[src/rtl/uart_pkg.sv]
// Shared definitions for the UART blocks: FSM encoding, line level
// and counter width helper.
package uart_pkg;

    localparam logic [2:0] ST_IDLE  = 3'd0;
    localparam logic [2:0] ST_START = 3'd1;
    localparam logic [2:0] ST_DATA  = 3'd2;
    localparam logic [2:0] ST_STOP  = 3'd3;
    localparam logic [2:0] ST_BREAK = 3'd4;

    typedef enum logic [2:0] {
        IDLE  = ST_IDLE,
        START = ST_START,
        DATA  = ST_DATA,
        STOP  = ST_STOP,
        BREAK = ST_BREAK
    } state_t;

    localparam logic LINE_IDLE = 1'b1;

    // Bits needed to count 0..n-1, never less than one.
    function automatic int cnt_width(input int n);
        return (n > 2) ? $clog2(n) : 1;
    endfunction

endpackage

[src/rtl/sync_2ff.sv]
// Two-flop synchronizer for a single asynchronous input.
module sync_2ff #(
    parameter logic RESET_VAL = 1'b1
) (
    input  logic clk,
    input  logic reset,
    input  logic d,
    output logic q
);

    logic meta;

    always_ff @(posedge clk) begin
        if (!reset) begin
            meta <= RESET_VAL;
            q    <= RESET_VAL;
        end else begin
            meta <= d;
            q    <= meta;
        end
    end

endmodule

[src/rtl/uart_rx.sv]
// Oversampling UART receiver: LSB-first frames, one stop bit,
// one-clock valid / frame_err pulses.
module uart_rx
    import uart_pkg::*;
#(
    parameter int OVERSAMPLE = 16,
    parameter int DATA_BITS  = 8
) (
    input  logic                 clk,
    input  logic                 reset,
    input  logic                 strobe,
    input  logic                 rx,
    output logic [DATA_BITS-1:0] data,
    output logic                 valid,
    output logic                 frame_err,
    output logic                 busy
);

    if (OVERSAMPLE < 4 || OVERSAMPLE > 256 || (OVERSAMPLE % 2) != 0) begin : g_bad_os
        $error("uart_rx: OVERSAMPLE must be even and within 4..256");
    end
    if (DATA_BITS < 5 || DATA_BITS > 9) begin : g_bad_db
        $error("uart_rx: DATA_BITS must be within 5..9");
    end

    localparam int TW = cnt_width(OVERSAMPLE);
    localparam int BW = cnt_width(DATA_BITS + 1);

    localparam logic [TW-1:0] T_MID  = TW'(OVERSAMPLE / 2 - 1);
    localparam logic [TW-1:0] T_END  = TW'(OVERSAMPLE - 1);
    localparam logic [BW-1:0] B_LAST = BW'(DATA_BITS - 1);

    state_t               state;
    logic [TW-1:0]        tick_cnt;
    logic [BW-1:0]        bit_cnt;
    logic [DATA_BITS-1:0] shreg;
    logic                 rx_s;

    sync_2ff #(
        .RESET_VAL(LINE_IDLE)
    ) u_sync (
        .clk  (clk),
        .reset(reset),
        .d    (rx),
        .q    (rx_s)
    );

    assign busy = (state != IDLE);

    always_ff @(posedge clk) begin
        if (!reset) begin
            state     <= IDLE;
            tick_cnt  <= '0;
            bit_cnt   <= '0;
            shreg     <= '0;
            data      <= '0;
            valid     <= 1'b0;
            frame_err <= 1'b0;
        end else begin
            valid     <= 1'b0;
            frame_err <= 1'b0;
            if (strobe) begin
                unique case (state)
                    IDLE: begin
                        if (rx_s != LINE_IDLE) begin
                            state    <= START;
                            tick_cnt <= '0;
                        end
                    end
                    START: begin
                        if (tick_cnt == T_MID) begin
                            if (rx_s == LINE_IDLE) begin
                                state <= IDLE;
                            end else begin
                                state    <= DATA;
                                tick_cnt <= '0;
                                bit_cnt  <= '0;
                            end
                        end else begin
                            tick_cnt <= tick_cnt + 1'b1;
                        end
                    end
                    DATA: begin
                        if (tick_cnt == T_END) begin
                            shreg    <= {rx_s, shreg[DATA_BITS-1:1]};
                            tick_cnt <= '0;
                            bit_cnt  <= bit_cnt + 1'b1;
                            if (bit_cnt == B_LAST) begin
                                state <= STOP;
                            end
                        end else begin
                            tick_cnt <= tick_cnt + 1'b1;
                        end
                    end
                    STOP: begin
                        if (tick_cnt == T_END) begin
                            tick_cnt <= '0;
                            if (rx_s == LINE_IDLE) begin
                                data  <= shreg;
                                valid <= 1'b1;
                                state <= IDLE;
                            end else begin
                                frame_err <= 1'b1;
                                state     <= BREAK;
                            end
                        end else begin
                            tick_cnt <= tick_cnt + 1'b1;
                        end
                    end
                    // Wait out a held-low line so it cannot re-trigger.
                    BREAK: begin
                        if (rx_s == LINE_IDLE) begin
                            state <= IDLE;
                        end
                    end
                    default: state <= IDLE;
                endcase
            end
        end
    end

endmodule

[config.mk]
export PLATFORM = sky130hd
export DESIGN_NAME = uart_rx
export DESIGN_NICKNAME = d
export VERILOG_FILES = /design/src/rtl/uart_pkg.sv /design/src/rtl/sync_2ff.sv /design/src/rtl/uart_rx.sv
export SDC_FILE = /design/constraint.sdc
export NUM_CORES = 1
export LEC_CHECK = 0
export ABC_AREA = 1
export CAP_MARGIN = 20
export CORE_MARGIN = 8
export CORE_UTILIZATION = 45
export CTS_BUF_LIST = sky130_fd_sc_hd__clkbuf_2
export CTS_CLUSTER_SIZE = 20
export DETAILED_ROUTE_END_ITERATION = 10
export PLACE_DENSITY = 0.65
export RECOVER_POWER = 50
export SYNTH_ARGS = -nofsm -noshare
export SYNTH_HDL_FRONTEND = slang
export SYNTH_SLANG_ARGS = --single-unit
[constraint.sdc]
create_clock -name clk -period 3.7 [get_ports clk]
set_clock_uncertainty 0.1 [all_clocks]
set_input_delay 0.555 -clock clk [delete_from_list [all_inputs] [get_ports clk]]
set_output_delay 0.555 -clock clk [all_outputs]
set_load 0.05 [all_outputs]
==> reports/results.ini, run 1 <==
[outcome]
run_status = finished clean

[setup_path]
critPathSlowestCell = clkdlybuf4s50_1
cp_max_fo = 9
critPathCaptureType = output port
setup.worst_path.class = register to output port
required_ps = 3040
cp.arrival_ps = 1930
start_kind = register
crit_path_cell_trace = nor2_1 > nand2_1 > clkdlybuf4s50_1
max_stage_delay_ps = 790

[synthesis]
ys_async_sr_fraction_pct = 0
synth_ff_type = dfxtp_1
synth_xor_area_share_pct = 0.5800
synth.most_common_cell = nor2_1
syn_nets = 221
avgSynthCellArea_um2 = 7.024
ys.warnings.count = 0
synth_edf_count = 0
yosysTopAreaCellShare_pct = 41.09
synth.distinct_cells = 27
synth_fa_ha_area_share_pct = 1.657
yosys.area_share.simple_pct = 37.20
ys_top_cells_by_count = nor2_1 (54), nand2_1 (35), dfxtp_1 (31)
synth_cells = 215
synth_top_family_by_area = simple AND/OR/NAND/NOR gates
netlist_area_mm2 = 0.001510
ys_ff_latch = 31
synth-compound-area-share_pct = 11.76
synthMuxAreaShare_pct = 0
synth_area_leader_cell = dfxtp_1
ys_seq_area_share_pct = 41.09
synthTopCellsByArea = dfxtp_1 (41%), nor2_1 (13%), nand2_1 (8.7%), o21ai_0 (7.0%), nand3_1 (4.6%)

[clock_network]
clk_latency_ps = 380
cts_max_level = 2
clk_path_buf_depth = 2
cts_resized = 0
clk_pin_slew_ps = 160
ctsRootBufferMaster = clkbuf_2
hold_buffers = 0
cts_tree = built
post_cts_buffers = 0
clock_sinks = 31
cts_made_buffers = 5

[die]
start_util_pct = 45.98
dieHeight_um = 73.93
pin_count = 15
dieArea_mm2 = 0.005466
num_rows = 21
core_area_mm2 = 0.003284
die_x_um = 73.93

[sta]
drv_slew = 0
hold_viol_final = 0
slew-limit-headroom_pct = 61.36
fin_crit_sh_pct = 69.84
tightest_slew_ps = 577.7
setup_violations = 0
rsz0062_at_grt = no
layout_setup_ws_ps = 1116
setup_tns_ps = 0
fin_crit_ps = 2584
fmax_mhz = 387.0

[layout]
final_layout_size_suffix_gt1_share_pct = 7.328
n_antenna_cell = 0
layout-area-overhead-vs-synth_pct = 10.85
fin_nets = 237
final_cell_count_no_fill = 278

[global_route]
grt_use_met3_pct = 4.717
busiest_layer = met2
antenna_found_initial = 0
grt_pass1_vias = 1258
grt.total_usage_pct = 12.75
grt.overflow.total = 0
met2_usage_pct = 20.12
grt_first_pass_wirelength_um = 5430
grt_max_degree = 22
gr-usage-met1_pct = 15.17

[place]
dpl.cell_count = 270
io_buffers = 14
gp_congestion = 0.8849
dpl_worst_slack_ps = 1430
dpl.hpwl_um = 2360

[routing]
antenna_left = 0
vias = 1335
wl_um = 3190
drt-pass1-iter-count = 5
drt-initial-drc-count = 73
viasPerCell = 4.802
drc = 0
wl_per_cell_um = 11.47

[worst_hold_path]
hp-class = register to register

[power_and_ir_drop]
power.leakage_nw = 0.7302
p_total_mw = 0.8249
power_density_mw_per_mm2 = 492.7
ir_drop_mv = 0.3125

[run]
maxCapViolations = 0

==> logic make-up after synthesis <==
family,Yosys count
fa+ha+maj,2
xor+xnor,1
simple gates,121
flops,31
buf+inv,27
compound gates,33
==> cell usage in the layout, fill, tap and decap left out, types with 6 or more instances in the layout <==
cell type        count
dfxtp_1             31
nor2_1              55
a21oi_1             11
nand3_1             15
nand4_1              8
clkdlybuf4s50_1     12
clkbuf_2             6
inv_1               20
o21ai_0             21
nand2_1             35
==> flip-flops by register name, summed over array words and instances (netlist names) <==
signal	flops
data	8
shreg	8
bit_cnt	4
tick_cnt	4
state	3
frame_err	1
u_sync.meta	1
u_sync.q	1
valid	1
==> worst paths after layout <==
check               from  endpoint  slack (ps)  depth (start not counted)
max             state[0]      busy        1120                          3
min          u_sync.meta  u_sync.q         340                          1
max reg2reg  tick_cnt[1]   data[4]        1640                          7
min reg2reg  u_sync.meta  u_sync.q         340                          1
==> worst max-delay path, delay by kind of cell (launching register included) <==
kind	cells	cell delay, ps
buffers and inverters	1	790
DFF	1	550
and+or+nand+nor	2	210
==> final cells by class <==
| type | instances | area [um2] |
|---|---|---|
| tap | 46 | 57.56 |
| fill | 350 | 1610 |
| timing repair buffer | 14 | 140.1 |
| clock inverter | 2 | 12.51 |
| multi-input combinational | 157 | 728.2 |
| clock buffer | 6 | 30.03 |
| inverter | 22 | 85.08 |
| sequential | 31 | 620.6 |
==> metal layers <==
layer	share of wire, %	routed length, um	vias to the layer above
met2	44	1414	18
met1	49	1574	585
met4	1.2	39	0
met3	5.0	161	6
li1	-	-	726
met5	0	0	-
==> report_power, final <==
part | switching (mW) | internal [mW] | total, mW
Combinational | 0.185 | 0.0877 | 0.272
Clock | 0.120 | 0.0482 | 0.168
Sequential | 0.0327 | 0.352 | 0.384
==> stage by stage <==
step                      hold WS (ps)  utilization (%)  cell area [um2]
after CTS                        348.4            52.34             1719
after detailed placement         314.1            51.05             1677
after global routing             365.5            50.97             1674
after floorplan                  292.5                -             1510
after global placement           294.1            51.05             1677
final                            340.4            50.97             1674
(Power assumes the default switching activity.)
==> run 2: changes to the inputs <==
Settings changed: PLACE_DENSITY 0.65 to 0.68.
Clock period 3.7 ns to 2.3 ns, I/O delays scaled along.
==> reports/results.ini, run 2 (synthesis gave the netlist of run 1 again) <==
[clock_network]
clk_latency_ps = 370  ; about the same
post_cts_buffers = 0  ; unchanged
cts_made_buffers = 5  ; unchanged
cts_resized = 0  ; unchanged
clock_sinks = 31  ; unchanged
clk_path_buf_depth = 2  ; unchanged
ctsRootBufferMaster = clkbuf_2
cts_tree = built
cts_max_level = 2  ; unchanged
hold_buffers = 0  ; unchanged
clk_pin_slew_ps = 160  ; about the same

[routing]
drc = 0  ; unchanged
viasPerCell = 4.814  ; +0.24%
wl_um = 3085  ; -3.3%
antenna_left = 0  ; unchanged
wl_per_cell_um = 11.06  ; -3.6%
vias = 1343  ; +0.60%
drt-pass1-iter-count = 5  ; unchanged
drt-initial-drc-count = 107  ; +47%

[die]
start_util_pct = 45.98  ; unchanged
core_area_mm2 = 0.003284  ; unchanged
pin_count = 15  ; unchanged
dieHeight_um = 73.93  ; unchanged
num_rows = 21  ; unchanged
dieArea_mm2 = 0.005466  ; unchanged
die_x_um = 73.93  ; unchanged

[global_route]
grt_first_pass_wirelength_um = 5078  ; -6.5%
grt_pass1_vias = 1158  ; -7.9%
grt.overflow.total = 0  ; unchanged
grt.total_usage_pct = 12.17  ; -0.59 points
grt_max_degree = 21  ; -4.5%
antenna_found_initial = 0  ; unchanged

[setup_path]
cp_top_family = buffers and inverters
required_ps = 1860  ; -1180 ps
max_stage_delay_ps = 800  ; about the same
path_buf_inv = 1  ; unchanged
crit_path_cell_trace = clkdlybuf4s50_1
critPathSlowestCell = clkdlybuf4s50_1
cp_max_fo = 2  ; -7
cp.arrival_ps = 1530  ; -400 ps
critPathCaptureType = output port
start_kind = register
setup.worst_path.class = register to output port

[power_and_ir_drop]
power.leakage_nw = 0.7354  ; +0.71%
power_density_mw_per_mm2 = 766.2  ; +56%
ir_drop_mv = 0.3375  ; +8.0%

[layout]
mostFrequentLayoutCell = nor2_1
n_antenna_cell = 0  ; unchanged
fillerInstances = 331  ; -5.4%
final_cell_mix = nor2_1 (54), nand2_1 (36), dfxtp_1 (31)
multiInputGateArea_um2 = 754.5  ; +3.6%
layout-area-overhead-vs-synth_pct = 12.59
seq_area_um2 = 620.6  ; unchanged
reg_top3 = data (8), shreg (8)
final_layout_size_suffix_gt1_share_pct = 8.584  ; +1.3 points
fin_nets = 238  ; +0.42%

[place]
io_buffers = 14  ; unchanged
gp_congestion = 0.9021  ; +1.9%
dpl.hpwl_um = 2195  ; -7.0%
dpl_worst_slack_ps = 416.4  ; -1014 ps

[outcome]
run_status = finished clean

[run]
maxCapViolations = 0  ; unchanged

[sta]
slew-limit-headroom_pct = 66.09  ; +4.7 points
fin_crit_ps = 1979
setup_tns_ps = 0  ; unchanged
fmax_mhz = 505.4
tightest_slew_ps = 507.1  ; -70.64 ps
rsz0062_at_grt = no
hold_viol_final = 0  ; unchanged
fin_crit_sh_pct = 86.04
layout_setup_ws_ps = 321.2  ; -794.9 ps
setup_violations = 0  ; unchanged
drv_slew = 0  ; unchanged

[worst_hold_path]
hp-class = register to register

run 2: cell type report:
cell class	instances	area share, %
Multi-Input combinational cell	157	44.37
Sequential cell	31	36.50
Timing Repair Buffer	15	8.536
Inverter	22	5.004
Tap cell	46	3.385
Clock buffer	6	1.766
Clock inverter	2	0.4415
run 2: per-stage QoR:
step                      std cells  area [um2]  util, %  hold slack, ps  power, mW
after global placement          271        1682    51.20           295.4      1.079
after CTS                       279        1719    52.34           338.0      1.327
after floorplan                 215        1510        -           292.5     0.9952
after global routing            279        1700    51.77           354.7      1.399
final                           279        1700    51.77           334.8      1.303
after detailed placement        271        1682    51.20           301.7      1.076
run 2: final timing paths:
check	from	to	slack (ps)	cells past startpoint
worst max-delay path	data[0]	data[0]	320	1
worst min-delay path	u_sync.meta	u_sync.q	330	1
worst max register to register	tick_cnt[1]	data[2]	410	6
worst min register to register	u_sync.meta	u_sync.q	330	1
run 2: power breakdown:
group / switching (mW) / internal, mW / leakage [nW] / total, mW
clock network: 0.177 / 0.0730 / 0.0281 / 0.250
registers: 0.0559 / 0.566 / 0.251 / 0.622
logic: 0.293 / 0.138 / 0.457 / 0.432
run 2: routing by layer:
metal  wire, um  track usage [%]  up-vias  share of wire [%]
li1           -                -      730                  -
met1       1585            15.17      581                 51
met2       1296            17.68       28                 42
met3        166            5.391        4                5.4
met4         36            5.100        0                1.2
met5          0                0        -                  0
==> run 3: changes to the inputs <==
Settings changed: DONT_BUFFER_PORTS set to 1, PLACE_DENSITY 0.68 to not set, REMOVE_ABC_BUFFERS set to 1.
==> reports/results.ini, run 3 (synthesis gave the netlist of run 1 again) <==
[outcome]
run_status = finished clean

[setup_path]
critPathCaptureType = output port
r2r_slack_ps = 550  ; +140 ps
max_stage_delay_ps = 590  ; -210 ps
setup.worst_path.class = register to output port
required_ps = 1860  ; about the same
crit_path_cell_trace = nor2_1 > nand2_1
cp.arrival_ps = 1470  ; -60 ps
critPathSlowestCell = dfxtp_1
reg2reg_to = data[2]
cp_max_fo = 9  ; +7
timing.rr.start = tick_cnt[1]
start_kind = register
ff2ff_path_depth = 7  ; +1

[die]
start_util_pct = 45.98  ; unchanged
num_rows = 21  ; unchanged
dieHeight_um = 73.93  ; unchanged
core_area_mm2 = 0.003284  ; unchanged
dieArea_mm2 = 0.005466  ; unchanged
die_x_um = 73.93  ; unchanged
pin_count = 15  ; unchanged

[layout]
final_cell_count_no_fill = 267  ; -4.3%
finalCoreUtilization_pct = 49.07  ; -2.7 points
fin_nets = 226  ; -5.0%
reg_top3 = data (8), shreg (8)
final_cell_mix = nor2_1 (54), nand2_1 (36), dfxtp_1 (31)
seq_area_um2 = 620.6  ; unchanged
mostFrequentLayoutCell = nor2_1
n_antenna_cell = 0  ; unchanged
final_layout_size_suffix_gt1_share_pct = 8.597  ; +0.014 points
multiInputGateArea_um2 = 754.5  ; unchanged
layout-area-overhead-vs-synth_pct = 6.711
fillerInstances = 342  ; +3.3%
fin_area_mm2 = 0.001612  ; -5.2%

[sta]
setup_violations = 0  ; unchanged
hold_viol_final = 0  ; unchanged
fin_crit_sh_pct = 83.42  ; -2.6 points
drv_slew = 0  ; unchanged
holdWs_ps = 195.8  ; -138.9 ps
fin_crit_ps = 1919  ; -60.04 ps
setup_tns_ps = 0  ; unchanged
fmax_mhz = 521.2  ; +3.1%
layout_setup_ws_ps = 381.2  ; +60.04 ps
slew-limit-headroom_pct = 62.87  ; -3.2 points
tightest_slew_ps = 555.1  ; +48.02 ps
rsz0062_at_grt = no

[power_and_ir_drop]
power.leakage_nw = 0.7044  ; -4.2%
clockPowerShare_pct = 26.0  ; +6.8 points
pwr-share-seq_pct = 44.3  ; -3.4 points
switching_share_pct = 38.23  ; -2.1 points
p_total_mw = 1.399  ; +7.4%
combPwrFrac_pct = 29.7  ; -3.4 points
netSwitchingPower_mw = 0.5347  ; +1.7%
ir_drop_mv = 0.3967  ; +18%
power_density_mw_per_mm2 = 867.9  ; +13%
cell_internal_pwr_mw = 0.8640  ; +11%

[worst_hold_path]
hp-class = input port to register
hold_depth = 2  ; +1
holdCritStartpoint = strobe
worstHoldEndpoint = frame_err

[global_route]
antenna_found_initial = 0  ; unchanged
grt_pass1_vias = 1165  ; +0.60%
grt.total_usage_pct = 12.08  ; -0.087 points
grt_first_pass_wirelength_um = 5140  ; +1.2%
grt_max_degree = 19  ; -9.5%
grt.overflow.total = 0  ; unchanged

[routing]
wl_per_cell_um = 11.77  ; +6.5%
drt-pass1-iter-count = 4  ; -1
drc = 0  ; unchanged
viasPerCell = 5.015  ; +4.2%
routed.top_layer = met4
drt-initial-drc-count = 81  ; -24%
wl_um = 3143  ; +1.9%
routed-wl-met3_um = 144  ; -13%
wl_met2_um = 1429  ; +10%
antenna_left = 0  ; unchanged
vias = 1339  ; -0.30%
m1WireLength_um = 1551  ; -2.1%

[place]
dpl_worst_slack_ps = 651.9  ; +235.5 ps
io_buffers = 0  ; -14
placed_area_mm2 = 0.001536  ; -8.6%
gp_congestion = 0.8483  ; -6.0%
dpl.cell_count = 256  ; -5.5%
dpl.hpwl_um = 2343  ; +6.7%

[clock_network]
clk_pin_slew_ps = 180  ; +20 ps
cts_made_buffers = 5  ; unchanged
post_cts_buffers = 0  ; unchanged
clk_latency_ps = 360  ; about the same
ctsRootBufferMaster = clkbuf_2
clock_sinks = 31  ; unchanged
clk_path_buf_depth = 2  ; unchanged
cts_tree = built
cts_max_level = 2  ; unchanged

[run]
maxCapViolations = 0  ; unchanged

==> run 3: area by class of cell <==
cell class,instances,area share [%]
tap,46,3.571
clock inverter,3,2.407
sequential,31,38.51
clock buffer,5,1.553
timing repair buffer,3,1.863
multi-input combinational,157,46.82
inverter,22,5.279
==> run 3: power by group through the flow <==
stage	combinational, mW	clock, mW	sequential (mW)
after detailed placement	0.417	0	0.632
after CTS	0.425	0.376	0.620
after global placement	0.411	0	0.632
after floorplan	0.356	0	0.621
after global routing	0.465	0.406	0.626
final	0.415	0.364	0.619
==> run 3: critical path: cells and delay by family, from the launching register on <==
family	cells	cell delay, ps
AND/OR/NAND/NOR	2	520
flip-flops	1	590
==> run 3: worst max-delay path by stage <==
stage	from	to	depth (start not counted)
6_report	state[0]	busy	2
4_1_cts	state[0]	busy	2
2_1_floorplan	tick_cnt[1]	data[0]	7
3_3_place_gp	tick_cnt[1]	data[0]	7
3_5_place_dp	tick_cnt[1]	bit_cnt[3]	6
5_1_grt	state[0]	busy	2
==> run 3: repair_timing <==
item | CTS | global route
hold endpoints to repair | 19 | 2
hold buffers | 2 | 1
resized for setup | 0 | 0
==> run 3: per-layer routing <==
metal / vias to the layer above / GRT usage [%]
met1: 607 / 14.21
met4: 0 / 5.100
met5: - / 0
met3: 2 / 4.717
li1: 706 / -
met2: 24 / 19.04
